<file path="src/rtl/scalar_arg_port_pkg.sv">
// Shared types and helpers for the scalar argument port.
// Consumed by scalar_arg_port and scalar_arg_resp_fifo.
package scalar_arg_port_pkg;

  typedef enum logic [1:0] {
    RUN   = 2'd0,
    DRAIN = 2'd1,
    DONE  = 2'd2
  } state_e;

  localparam int unsigned DEFAULT_RESP_DEPTH = 2;

  // Bits needed to index n entries, never less than one.
  function automatic int unsigned ptr_width(input int unsigned n);
    return (n > 1) ? unsigned'($clog2(n)) : 1;
  endfunction

endpackage

</file>
<file path="src/rtl/scalar_arg_resp_fifo.sv">
// Load-response buffer: circular FIFO with wrap-around pointers.
// Head data reads as zero while empty.
module scalar_arg_resp_fifo
  import scalar_arg_port_pkg::*;
#(
  parameter int unsigned DATA_WIDTH = 32,
  parameter int unsigned DEPTH      = DEFAULT_RESP_DEPTH,
  parameter int unsigned CNT_W      = ptr_width(DEPTH + 1)
) (
  input  logic                  clk,
  input  logic                  rst,
  input  logic                  push,
  input  logic [DATA_WIDTH-1:0] push_data,
  input  logic                  pop,
  output logic [CNT_W-1:0]      count,
  output logic [DATA_WIDTH-1:0] head_data
);

  localparam int unsigned PW = ptr_width(DEPTH);

  logic [DATA_WIDTH-1:0] mem [DEPTH];
  logic [PW-1:0]         wr_ptr;
  logic [PW-1:0]         rd_ptr;
  logic                  empty;
  logic                  full;
  logic                  pop_en;

  assign empty  = (count == '0);
  assign full   = (count == CNT_W'(DEPTH));
  assign pop_en = pop && !empty;

  function automatic logic [PW-1:0] ptr_inc(input logic [PW-1:0] p);
    return (p == PW'(DEPTH - 1)) ? '0 : p + PW'(1);
  endfunction

  always_ff @(posedge clk or posedge rst) begin
    if (rst) begin
      wr_ptr <= '0;
      rd_ptr <= '0;
      count  <= '0;
    end else begin
      if (push)   wr_ptr <= ptr_inc(wr_ptr);
      if (pop_en) rd_ptr <= ptr_inc(rd_ptr);
      case ({push, pop_en})
        2'b10:   count <= count + CNT_W'(1);
        2'b01:   count <= count - CNT_W'(1);
        default: ;
      endcase
    end
  end

  // Storage needs no reset; head_data is masked while empty.
  always_ff @(posedge clk) begin
    if (push) mem[wr_ptr] <= push_data;
  end

  assign head_data = empty ? '0 : mem[rd_ptr];

  a_no_overflow: assert property (@(posedge clk) disable iff (rst)
    !(push && !pop_en && full));

endmodule

</file>
<file path="src/rtl/scalar_arg_port.sv">
// Scalar kernel-argument initiator: dataflow load/store/end to single-port memory.
// Define SCALAR_ARG_PORT_STATS_EN to build the per-transaction ld_cnt/st_cnt counters.
module scalar_arg_port
  import scalar_arg_port_pkg::*;
#(
  parameter int unsigned DATA_WIDTH = 32,
  parameter int unsigned RESP_DEPTH = DEFAULT_RESP_DEPTH,
  parameter int unsigned CNT_WIDTH  = 16
) (
  input  logic                  clk,
  input  logic                  rst,
  input  logic                  ld_valid,
  output logic                  ld_ready,
  output logic [DATA_WIDTH-1:0] ld_data,
  output logic                  ld_data_valid,
  input  logic                  ld_data_ready,
  input  logic [DATA_WIDTH-1:0] st_data,
  input  logic                  st_valid,
  output logic                  st_ready,
  input  logic                  end_valid,
  output logic                  end_ready,
  output logic                  ce0,
  output logic                  we0,
  output logic [DATA_WIDTH-1:0] mem_din0,
  input  logic [DATA_WIDTH-1:0] mem_dout0,
  output logic                  done,
  output logic [CNT_WIDTH-1:0]  ld_cnt,
  output logic [CNT_WIDTH-1:0]  st_cnt
);

  localparam int unsigned CW = ptr_width(RESP_DEPTH + 1);
  localparam int unsigned OW = ptr_width(RESP_DEPTH + 2);

  state_e        state;
  logic          rd_pending;
  logic [CW-1:0] buf_count;
  logic [OW-1:0] occupancy;
  logic          st_fire;
  logic          ld_fire;
  logic          buf_pop;

  // In-flight read reserves a slot so the buffer can never overflow.
  assign occupancy = OW'(buf_count) + OW'(rd_pending);

  assign st_ready = !rst && (state == RUN);
  assign ld_ready = !rst && (state == RUN) && !st_valid && (occupancy < OW'(RESP_DEPTH));
  assign st_fire  = st_valid && st_ready;
  assign ld_fire  = ld_valid && ld_ready;

  assign ce0      = st_fire || ld_fire;
  assign we0      = st_fire;
  assign mem_din0 = st_fire ? st_data : '0;

  assign ld_data_valid = (buf_count != '0);
  assign buf_pop       = ld_data_valid && ld_data_ready;

  scalar_arg_resp_fifo #(
    .DATA_WIDTH (DATA_WIDTH),
    .DEPTH      (RESP_DEPTH),
    .CNT_W      (CW)
  ) u_resp_fifo (
    .clk       (clk),
    .rst       (rst),
    .push      (rd_pending),
    .push_data (mem_dout0),
    .pop       (buf_pop),
    .count     (buf_count),
    .head_data (ld_data)
  );

  // Transaction FSM; done/end_ready are registered copies of state==DONE.
  always_ff @(posedge clk or posedge rst) begin
    if (rst) begin
      state      <= RUN;
      rd_pending <= 1'b0;
      done       <= 1'b0;
      end_ready  <= 1'b0;
    end else begin
      rd_pending <= ld_fire;
      done       <= 1'b0;
      end_ready  <= 1'b0;
      case (state)
        RUN: begin
          if (end_valid) state <= DRAIN;
        end
        DRAIN: begin
          if (!rd_pending && (buf_count == '0)) begin
            state     <= DONE;
            done      <= 1'b1;
            end_ready <= 1'b1;
          end
        end
        DONE: begin
          state <= RUN;
        end
        default: begin
          state <= RUN;
        end
      endcase
    end
  end

`ifdef SCALAR_ARG_PORT_STATS_EN
  // Saturating per-transaction access counters, cleared while in DONE.
  always_ff @(posedge clk or posedge rst) begin
    if (rst) begin
      ld_cnt <= '0;
      st_cnt <= '0;
    end else if (state == DONE) begin
      ld_cnt <= '0;
      st_cnt <= '0;
    end else begin
      if (ld_fire && (ld_cnt != '1)) ld_cnt <= ld_cnt + CNT_WIDTH'(1);
      if (st_fire && (st_cnt != '1)) st_cnt <= st_cnt + CNT_WIDTH'(1);
    end
  end
`else
  assign ld_cnt = '0;
  assign st_cnt = '0;
`endif

endmodule

</file>
<file path="config.mk">
export PLATFORM = sky130hd
export DESIGN_NAME = scalar_arg_port
export DESIGN_NICKNAME = d
export VERILOG_FILES = /design/src/rtl/scalar_arg_port_pkg.sv /design/src/rtl/scalar_arg_resp_fifo.sv /design/src/rtl/scalar_arg_port.sv
export SDC_FILE = /design/constraint.sdc
export NUM_CORES = 1
export LEC_CHECK = 0
export ABC_AREA = 1
export CAP_MARGIN = 20
export CORE_ASPECT_RATIO = 1.1
export CORE_MARGIN = 3
export CORE_UTILIZATION = 40
export CTS_CLUSTER_SIZE = 24
export DETAILED_ROUTE_END_ITERATION = 16
export PLACE_DENSITY_LB_ADDON = 0.05
export SETUP_SLACK_MARGIN = 0.3
export SLEW_MARGIN = 10
export SYNTH_ARGS = -nofsm -noshare
export SYNTH_HDL_FRONTEND = slang
export SYNTH_SLANG_ARGS = --single-unit
</file>
<file path="constraint.sdc">
create_clock -name clk -period 3.1 [get_ports clk]
set_input_delay 0.31 -clock clk [delete_from_list [all_inputs] [get_ports clk]]
set_output_delay 0.31 -clock clk [all_outputs]
set_load 0.005 [all_outputs]
</file>
# After elaboration in Yosys (flattened, before gate mapping)
# Memories as Yosys holds them, arrays and structs flattened.
# Cells that the tools add are included.
[word_totals] mem_bits_rw=64 n_memories=1 input_bits=70 mem_bits_ro=0 register_bits=8 latch_bits=0
[op_classes] reduce_logical=18 eq_ne=5 muxes=12 addsub=5 shift=0 bitwise=0 order_cmp=1 div=0 mul=0
[memory_table] name="u_resp_fifo.mem" words=2 word_bits=32 rd=1 rd_clocked_by_memory_dff=0 wr=1 line="scalar_arg_resp_fifo.sv:21" text="logic [DATA_WIDTH-1:0] mem [DEPTH];"
[ops] operator="$mux 32" n=2
[ops] operator="$logic_and 1x1->1" n=8
[ops] operator="$pmux 2 s2" n=2
[ops] operator="$mux 1" n=6
[ops] operator="$eq 2x1->1 const B" n=2
[ops] operator="$logic_not 1->1" n=4
[ops] operator="$logic_not 2->1" n=2
[ops] operator="$mux 2" n=2
[ops] operator="$ne 2x2->1 const B" n=2
[ops] operator="$reduce_bool 2->1" n=2
[ops] operator="$add 1x1->1 const B" n=2
[ops] operator="$add 2x1->2" n=1
[ops] operator="$add 2x1->2 const B" n=1
[ops] operator="$eq 2x2->1 const B" n=1
[ops] operator="$lt 2x2->1 const B" n=1
[ops] operator="$reduce_and 2->1" n=1
[ops] operator="$sub 2x1->2 const B" n=1
[ops] operator="$logic_or 1x1->1" n=1

# Depth between registers and ports, before layout
# Gate-level depths: netlist (run 1).
[depth] depth_word=6 mapped_depth=8

# Hierarchy
# A second synthesis (run 1) with hierarchy kept.
[unflattened] cells_unflattened=332 hier_area_um2=3564.7
[modules_own_cells] module="scalar_arg_resp_fifo" area_each_um2=2780.2 n_inst=1 cells_per_inst=199
[modules_own_cells] module="scalar_arg_port" area_each_um2=784.5 n_inst=1 cells_per_inst=133

# Worst setup path before layout (run 1)
# Ideal clock, no wire load.
[synth_path] path_kind="reg2reg" from="register rd_pending" to="memory u_resp_fifo.mem[0][0], enable pin" setup_ns=0.421 stages_incl_launch_ff=4 t_required_ns=2.679 period_less_slack_ns=2.301 path_slack_ns=0.799 path_buffers=1 arrival_time_ns=1.879 path_cell_list="dfrtp_1 > buf_2 > inv_1 > nor2_1"
[synth_via] elab_chain_len=2
[synth_rtl] element="from (decl)" line="scalar_arg_port.sv:35" text="logic rd_pending;"
[synth_rtl] element="from (signal assigned)" line="scalar_arg_port.sv:79" text="rd_pending <= ld_fire;"
[synth_rtl] element="$mux 1" line="scalar_arg_resp_fifo.sv:54" text="if (push) mem[wr_ptr] <= push_data;"
[synth_rtl] element="$mux 1 (not written as such)" line="scalar_arg_resp_fifo.sv:54"
[synth_rtl] element="to (decl)" line="scalar_arg_resp_fifo.sv:21"
# Every way passes these cells.

# Worst setup path after layout (run 1)
[layout_path] from="input rst" to="output mem_din0[22]"
[layout_via] elab_chain_len=4
[layout_rtl] element="from (decl)" line="scalar_arg_port.sv:11" text="input logic rst,"
[layout_rtl] element="$logic_not 1->1 (no source line)"
[layout_rtl] element="$logic_and 1x1->1" line="scalar_arg_port.sv:45" text="assign st_ready = !rst && (state == RUN);"
[layout_rtl] element="$logic_and 1x1->1" line="scalar_arg_port.sv:47" text="assign st_fire = st_valid && st_ready;"
[layout_rtl] element="$mux 32" line="scalar_arg_port.sv:52" text="assign mem_din0 = st_fire ? st_data : '0;"
[layout_rtl] element="to (decl)" line="scalar_arg_port.sv:24" text="output logic [DATA_WIDTH-1:0] mem_din0,"
# Every way passes these cells.

==> results, run 1 <==
- The peak clock frequency supported by timing is slightly above 0.4 GHz.
- The overall die width is 93.1 um.
- Summed over all failing endpoints, the final setup total negative slack is 0 ns.
- The count of synthesis-stage warnings from yosys is 0.
- The final number of max-transition violations was 0.
- The die covers 9480 sq um.
- For this run, the total global-route usage over all layers was measured as 16.3%.
- The sort of element at the end of the critical path is an output pin.
- The combined area of all synthesized cells is 3340 sq um.
- The startpoint identified for the worst register-to-register timing path is u_resp_fifo.count[0].
- The routed layout has roughly 2500 vias.
- The H-tree was split into 3 levels.
- In this run the tightest slew margin relative to its limit is a little under two fifths.
- The synthesis-stage register bit count is 72.
- The fraction of power spent switching nets is 31.5%.
- The via count of the first global-routing pass came to 2333.
- The aggregate global routing overflow is 0.
- The region available for standard cell placement spans 8000 sq um.
- For this configuration, the core starts out at a cell density of 41.7%.
- The count of nets left with antenna violations once routing finished came out at 0.
- The register-to-register setup slack is 1.27 ns.
- The critical path contains buffers and inverters numbering 4 combined.
- At the worst endpoint, the arrival time is 2.17 ns.
- The routed length per placed instance is 13.7 um.
- The biggest cell delay along the critical path is around 0.53 ns.
- Of the available clock period, the critical path in the final layout requires 79.9%.
- The critical path in this run is classified as in -> out.
- The number of diodes added for antenna fixing is 0.
- Counting distinct cell types in the post-synthesis netlist gives 20.
- The pin count of the biggest net entering global routing is 35.
- The y dimension of the die is between 100 and 150 um.
- The routability congestion estimate is 0.721.
- The signal on the critical path passes through clkdlybuf4s50_1 > inv_1 > nand2_1 > inv_2 > nand2_4 > nor2_1 > clkdlybuf4s50_1.
- The final period demand of the worst path is 2.48 ns.
- The share of total power dissipated in sequential elements is 35.2%.
- Dividing the detail-routed via count by the number of cells gives around 4.4.
- The TritonCTS clock tree is built.
- STA classifies the critical path startpoint as a primary input.
- The number of buffers added to fix hold violations after cts is 0.
- The placed wire-length estimate is 5520 um.
- The number of buffers created by CTS is 9.
- The clock passes through at most 2 buffers.
- The analysis attributes to net switching a power of roughly 1.1 mW.
- Leaving out fill and tap cells, the most frequent cells in the layout are sky130_fd_sc_hd__clkdlybuf4s50_1 (140), sky130_fd_sc_hd__nand2_1 (75), sky130_fd_sc_hd__edfxtp_1 (64).
- The min-delay analysis places its worst path in the category in -> async.
- The layout-stage area growth over the synthesis result is 46.6%.
- For this run, the post-layout net count is 533.
- The register clock-pin slew on the reported worst setup and hold paths is 0.07 ns.
- The tool flagged a number of max-cap violations equal to 0.
- Summing the sequential cell areas from Yosys gives 63.6% of the chip area.
- The cell at the root of the clock tree is sky130_fd_sc_hd__clkbuf_8.
- Power spread over the standard cell area amounts to about 690 nW/um^2.
- The required time at the endpoint of the critical path is 2.79 ns.
- The flow ran to the end, and the final reports show no timing, DRC or antenna violations.
- In this run, the combinational gates consume 40.8% of the power.
- The maximum resistive drop on vdd is 0.000438 V.
- The gate count after technology mapping is 325.
- The library cell used most frequently in the layout, excluding fill and tap cells, is sky130_fd_sc_hd__clkdlybuf4s50_1.
- The total I/O pin count is between 150 and 200.
- For this block, the routed nets add up to 7880 um of wire.
- The largest individual stage delay along the critical path comes from the cell sky130_fd_sc_hd__clkdlybuf4s50_1.
- The first global-routing pass estimated ~12000 um of wire.
- In this run, post-CTS repair resized a total of 0 instances.
- Dividing the synthesized area by the synthesized cell count gives 10.3 sq um.
- The largest fanout on the critical path is 34.
- The worst hold margin is 0.238 ns.
- The clock reaches the later pin of the worst-skew pair after 0.34 ns.
- The clock network accounts for 24.0% of the total power.
- The leakage power figure is roughly 2 nW.
- The cell depth of the worst flop-to-flop path is 7.
- Before antenna repair, the detailed router went through 4 iterations.
- The sink count of the clock tree is between 70 and 80.
- The starting DRC count in detailed routing is 127.
- The number of endpoints with negative hold slack in the final report was 0.
- The post-detailed-route DRC marker count is 0.
- Setup violations remaining at the end of the flow were counted as 0.
- Between clock sinks in the finished design, the worst skew comes to 0.0118 ns.
- The transition at the pin with the smallest max-transition slack is roughly 0.94 ns.
- Setup repair after global routing left no endpoint under its margin.
- In this run the tool buffered the top-level ports with 140 buffer cells.
- The most numerous cell type found on the critical path is sky130_fd_sc_hd__clkdlybuf4s50_1.
- The number of fill cells in the layout is 693.
- The total setup buffers inserted after CTS is 0.
- The capturing point of the worst reg2reg path is u_resp_fifo.count[1].
- The internal power is roughly 2.3 mW.
- After floorplanning, the core was divided into 34 placement rows.
- The share of post-route cells with drive strength above 1 is under 10%.
- The dominant delay contributor by cell family on the critical path is buffers and inverters.
- The initial antenna violation count is 0.
[stage by stage]
step / area, sq um / instances / worst slack (ns) / power [mW] / util (%)
3_5_place_dp: 4680 / 559 / 0.546 / 2.63 / 58.5
2_1_floorplan: 3450 / 356 / 0.799 / 1.87 / -
6_report: 4890 / 575 / 0.623 / 3.40 / 61.2
5_1_grt: 4890 / 575 / 0.465 / 3.62 / 61.2
3_3_place_gp: 4680 / 559 / 0.578 / 2.62 / 58.5
4_1_cts: 4890 / 575 / 0.547 / 3.44 / 61.2
[kinds of logic (layout without fill, tap and decap cells)]
logic type	count (synthesis)	in the layout	share of synthesized area [%]
other	1	32	0.112
adders and majority gates	1	1	0.375
AOI/OAI and AO/OA	33	33	4.95
xor gates and xnor gates	4	4	1.05
buffers and inverters	95	206	15.6
and+or+nand+nor	119	119	14.3
DFF	72	72	63.6
[flip-flops by register name, indices dropped and copies added (netlist names)]
name / flops
u_resp_fifo.rd_ptr: 1
rd_pending: 1
state: 2
done: 1
u_resp_fifo.count: 2
u_resp_fifo.wr_ptr: 1
u_resp_fifo.mem: 64
[power groups by stage]
stage | Sequential [mW] | Clock [mW] | Combinational [mW]
global route | 1.21 | 0.872 | 1.54
finish | 1.20 | 0.816 | 1.39
detailed placement | 1.22 | 0 | 1.41
CTS | 1.20 | 0.821 | 1.42
floorplan | 1.19 | 0 | 0.684
global placement | 1.22 | 0 | 1.40
[routing by layer]
layer  global-route usage [%]  share of wire [%]
met1                     19.3                 38
met2                     27.9                 51
met3                     5.35                9.8
met4                     5.64                1.3
met5                        0                  0
[synthesized netlist by cell type (all sizes together)]
cell	n	area (sq um)
inv	47	176
buf	48	344
xnor2	1	8.76
nand3	3	15.0
edfxtp	64	1920
xor2	3	26.3
ha	1	12.5
nor2	38	158
conb	1	3.75
dfrtp	8	200
nand2	76	293
a21oi	32	160
nor4	2	12.5
o21ai	1	5.00
[worst max-delay path by stage]
stage                     slack, ns                     to  cells after the start  startpoint
after floorplan                0.80  u_resp_fifo.mem[0][0]                      3  rd_pending
after global placement         0.58           mem_din0[22]                      7         rst
after detailed placement       0.55           mem_din0[22]                      7         rst
after CTS                      0.55           mem_din0[22]                      7         rst
after global routing           0.47           mem_din0[22]                      7         rst
final                          0.62           mem_din0[22]                      7         rst
[area by class of cell]
class                   count  area [sq um]  area share, %
inverters                  47           176           3.61
clock inverters             6          90.1           1.84
repair buffers            143          1420           29.1
flip-flops and latches     72          2120           43.4
clock buffers              10           128           2.61
well taps                 108           135           2.76
multi-input cells         189           818           16.7
(Power assumes the default switching activity.)
==> run 2: changes to the inputs <==
- CORE_UTILIZATION: 40 -> 36
- clock period: 3.1 -> 2.25 ns (I/O delays scaled with it)
==> run 2 against run 1 <==
  * Clock skew is 0.0046 ns lower
  * Non-clock buffer count is 40 higher
  * Cell area is 14% higher
  * Routed wire length is 17% higher
  * Critical endpoint is now mem_din0[14]
==> results, run 2 (synthesis results as in run 1) <==
- The run finished with clean final reports.
- By instance count, the cell type seen most on the critical path is sky130_fd_sc_hd__nor2_4.
- The routed length per placed instance was 14.7 um (+7.5%).
- The worst path in the final design needs a cycle of 2.01 ns, including I/O delays and setup.
- The post-detailed-route DRC marker count is 0 (unchanged).
- The number of fill cells in the layout is 738 (+6.5%).
- The worst slew margin relative to its limit came to 47.9% (+11 points).
- The power per cell area is 930 nW/um^2 (+34%).
- The number of flip-flops in the largest register is 64 (unchanged).
- The count of nets after finishing was 576 (+8.1%).
- The insertion delay of the later-clocked pin in the worst-skew pair is 0.34 ns (about the same).
- Leaving out fill and tap cells, the most frequent cell in the layout is sky130_fd_sc_hd__clkdlybuf4s50_1.
- The final cell count without fillers is 624 (+8.5%).
- The register clock-pin slew on the reported worst setup and hold paths was 0.08 ns (about the same).
- The highest metal layer used by the detailed router is met4.
- The average via count per standard cell came to 4.38 (+0.61%).
- The number of diodes added for antenna fixing came to 0 (unchanged).
- The largest registers in the layout are u_resp_fifo.mem: 64 flops, state: 2 flops, u_resp_fifo.count: 2 flops.
- STA classifies the critical path startpoint as a flip-flop.
- The pin count of the biggest net entering global routing is 35 (unchanged).
- The first element of the critical path is state[0].
- The met2 wire length was 4990 um (+24%).
- The dominant delay contributor by cell family on the critical path is buffers and inverters.
- The via count of the first global-routing pass came to 2587 (+11%).
- The register name with the most flops is u_resp_fifo.mem.
- Setup repair after global routing could not meet its margin everywhere.
- The TritonCTS clock tree is built.
- The initial antenna violation count is 0 (unchanged).
- The cell depth of the worst flop-to-flop path was 8 (+1).
- The overall routed net length is 9200 um (+17%).
- The overall die width is 97.8 um (+5.1%).
- The final number of max-transition violations is 0 (unchanged).
- The count of antenna-violating nets left after detailed routing is 0 (unchanged).
- The placed wire-length estimate is 5470 um (-0.96%).
- The routability congestion estimate was 0.775 (+7.5%).
- The largest fanout on the critical path is 8 (-76%).
- The starting DRC count in detailed routing is 108 (-15%).
- The post-route clock skew was 0.00718 ns (-0.00458 ns).
- The total die area was 10500 sq um (+10%).
- The sort of element at the end of the critical path is an output pin.
- The leakage power figure is 2.77 nW (+37%).
- The startpoint-to-endpoint class of the critical path is reg -> out.
- The number of cells in the design after placement is 569 (+1.8%).
- The number of buffers created by CTS is 9 (unchanged).
- The detailed-route wire length on metal 1 is 3390 um (+14%).
- The class of the worst hold path is in -> async.
- The required time at the endpoint of the critical path is 2.03 ns (-0.76 ns).
- The critical path depth in cells was 6 (-1).
- The share of post-route cells with drive strength above 1 is 20.6% (+15 points).
- The number of endpoints with negative hold slack in the final report is 0 (unchanged).
- The peak clock frequency supported by timing is between 0.4 and 0.5 GHz.
- The number of rows created at floorplan is 36 (+5.9%).
- The vias after detailed routing came to 2733 (+9.2%).
- The total I/O pin count is 173 (unchanged).
- In this run the critical register-to-register path is launched from u_resp_fifo.count[1].
- The layout-stage area growth over the synthesis result is 66.5%.
- The critical path buffer and inverter count is 2 (-2).
- The initial core utilization came to 37.2% (-4.5 points).
- The aggregate global routing overflow was 0 (unchanged).
- Traced cell by cell, the critical path runs through nor2_4 > nand2_4 > clkinv_8 > nand2_8 > nor2_4 > clkdlybuf4s50_1.
- The sum of negative setup slack was 0 ns (unchanged).
- The critical path arrival is 1.79 ns (-0.38 ns).
- The worst-case clock buffer depth is 2 (unchanged).
- The transition at the pin with the smallest max-transition slack is 0.782 ns (-0.161 ns).
- The max capacitance violation total is 0 (unchanged).
- The sink count of the clock tree came to 72 (unchanged).
- The count of port buffers added during placement is 140 (unchanged).
- The cell at the root of the clock tree is sky130_fd_sc_hd__clkbuf_8.
- The maximum level of the CTS H-tree is 3 (unchanged).
- The register-to-register setup slack is 0.54 ns (-0.73 ns).
- The final number of setup-violating endpoints came to 0 (unchanged).
- The library cells used most frequently in the layout, excluding fill and tap cells, are sky130_fd_sc_hd__clkdlybuf4s50_1 (76), sky130_fd_sc_hd__nand2_1 (74), sky130_fd_sc_hd__edfxtp_1 (64).
- The global router's overall resource usage was 16.0% (-0.22 points).
- Among all stages on the critical path, the largest delay is contributed by sky130_fd_sc_hd__clkdlybuf4s50_1.
- In the finished design, the share of the clock period the worst path needs comes to 89.4%.
- The number of detailed-routing iterations run before antenna repair is 4 (unchanged).
- The routed length on met3 is 702 um (-8.9%).
- The maximum resistive drop on vdd is 0.000499 V (+14%).
- The core region area was 8960 sq um (+12%).
- The wire length of the first global-routing pass is 13000 um (+12%).
- The y dimension of the die is 107 um (+5.1%).
- The biggest cell delay along the critical path is 0.50 ns (-0.03 ns).
==> run 2: cell count changes in the layout (fill, tap and decap cells not counted), sizes merged <==
cell,before,now
bufinv,2,1
inv,49,47
clkdlybuf4s50,140,76
nand2,76,79
buf,3,42
clkinv,1,4
dlygate4sd2,0,35
clkbuf,10,14
clkinvlp,1,2
dlymetal6s2s,0,25
==> run 2: power by group <==
part / leakage [nW] / switching [mW] / internal, mW / total (mW)
Combinational: 2.00 / 1.17 / 1.34 / 2.51
Sequential: 0.674 / 0.0934 / 1.57 / 1.66
Clock: 0.0909 / 0.488 / 0.510 / 0.998
==> run 2: worst reg2reg max path, stage by stage, from the launching register on <==
cell and delay [ns]:
sky130_fd_sc_hd__dfrtp_1 0.41, sky130_fd_sc_hd__nor2_4 0.07, sky130_fd_sc_hd__buf_4 0.14, sky130_fd_sc_hd__clkbuf_16 0.18, sky130_fd_sc_hd__nor2_1 0.21, sky130_fd_sc_hd__ha_1 0.30, sky130_fd_sc_hd__inv_1 0.07, sky130_fd_sc_hd__nand3_1 0.09
sky130_fd_sc_hd__xor2_1 0.15
==> run 2: metrics by stage <==
stage          cell area, sq um  utilization [%]  setup WS [ns]  total power, mW  hold slack [ns]
5_1_grt                    5560             62.0          0.149             5.47            0.249
3_3_place_gp               4750             53.0          0.295             3.70            0.488
6_report                   5560             62.0          0.238             5.17            0.233
4_1_cts                    5140             57.4          0.158             4.87            0.187
3_5_place_dp               4750             53.0          0.283             3.71            0.499
2_1_floorplan              3460                -          0.484             2.58           0.0489
==> run 2: cell type report <==
cell class / count / area (sq um) / area share (%)
clock buffer: 9 / 124 / 2.23
clock inverter: 7 / 70.1 / 1.26
inverter: 47 / 191 / 3.45
multi-input combinational: 192 / 1050 / 18.9
sequential: 72 / 2120 / 38.2
tap: 114 / 143 / 2.57
timing repair buffer: 183 / 1850 / 33.3
==> run 2: timing repair <==
| action | in CTS | in global routing |
|---|---|---|
| pin swaps | 0 | 13 |
| buffers inserted | 12 | 22 |
| gates cloned | 3 | 2 |
| setup endpoints to repair | 68 | 38 |
| endpoints found under the hold margin | 0 | 0 |
| hold buffers | 0 | 0 |
| gates resized for setup | 66 | 73 |
==> run 2: path summary, 6_finish.rpt <==
path,end
setup / recovery,mem_din0[14]
hold / removal,u_resp_fifo.count[0]
setup reg to reg,u_resp_fifo.count[1]
hold reg to reg,u_resp_fifo.wr_ptr
max in group asynchronous,u_resp_fifo.rd_ptr
min in group clk,state[0]
==> run 2: routing by layer <==
metal	global-route usage (%)	vias up
li1	-	1325
met1	17.5	1280
met2	30.0	120
met3	5.27	8
met4	3.86	0
met5	0	-
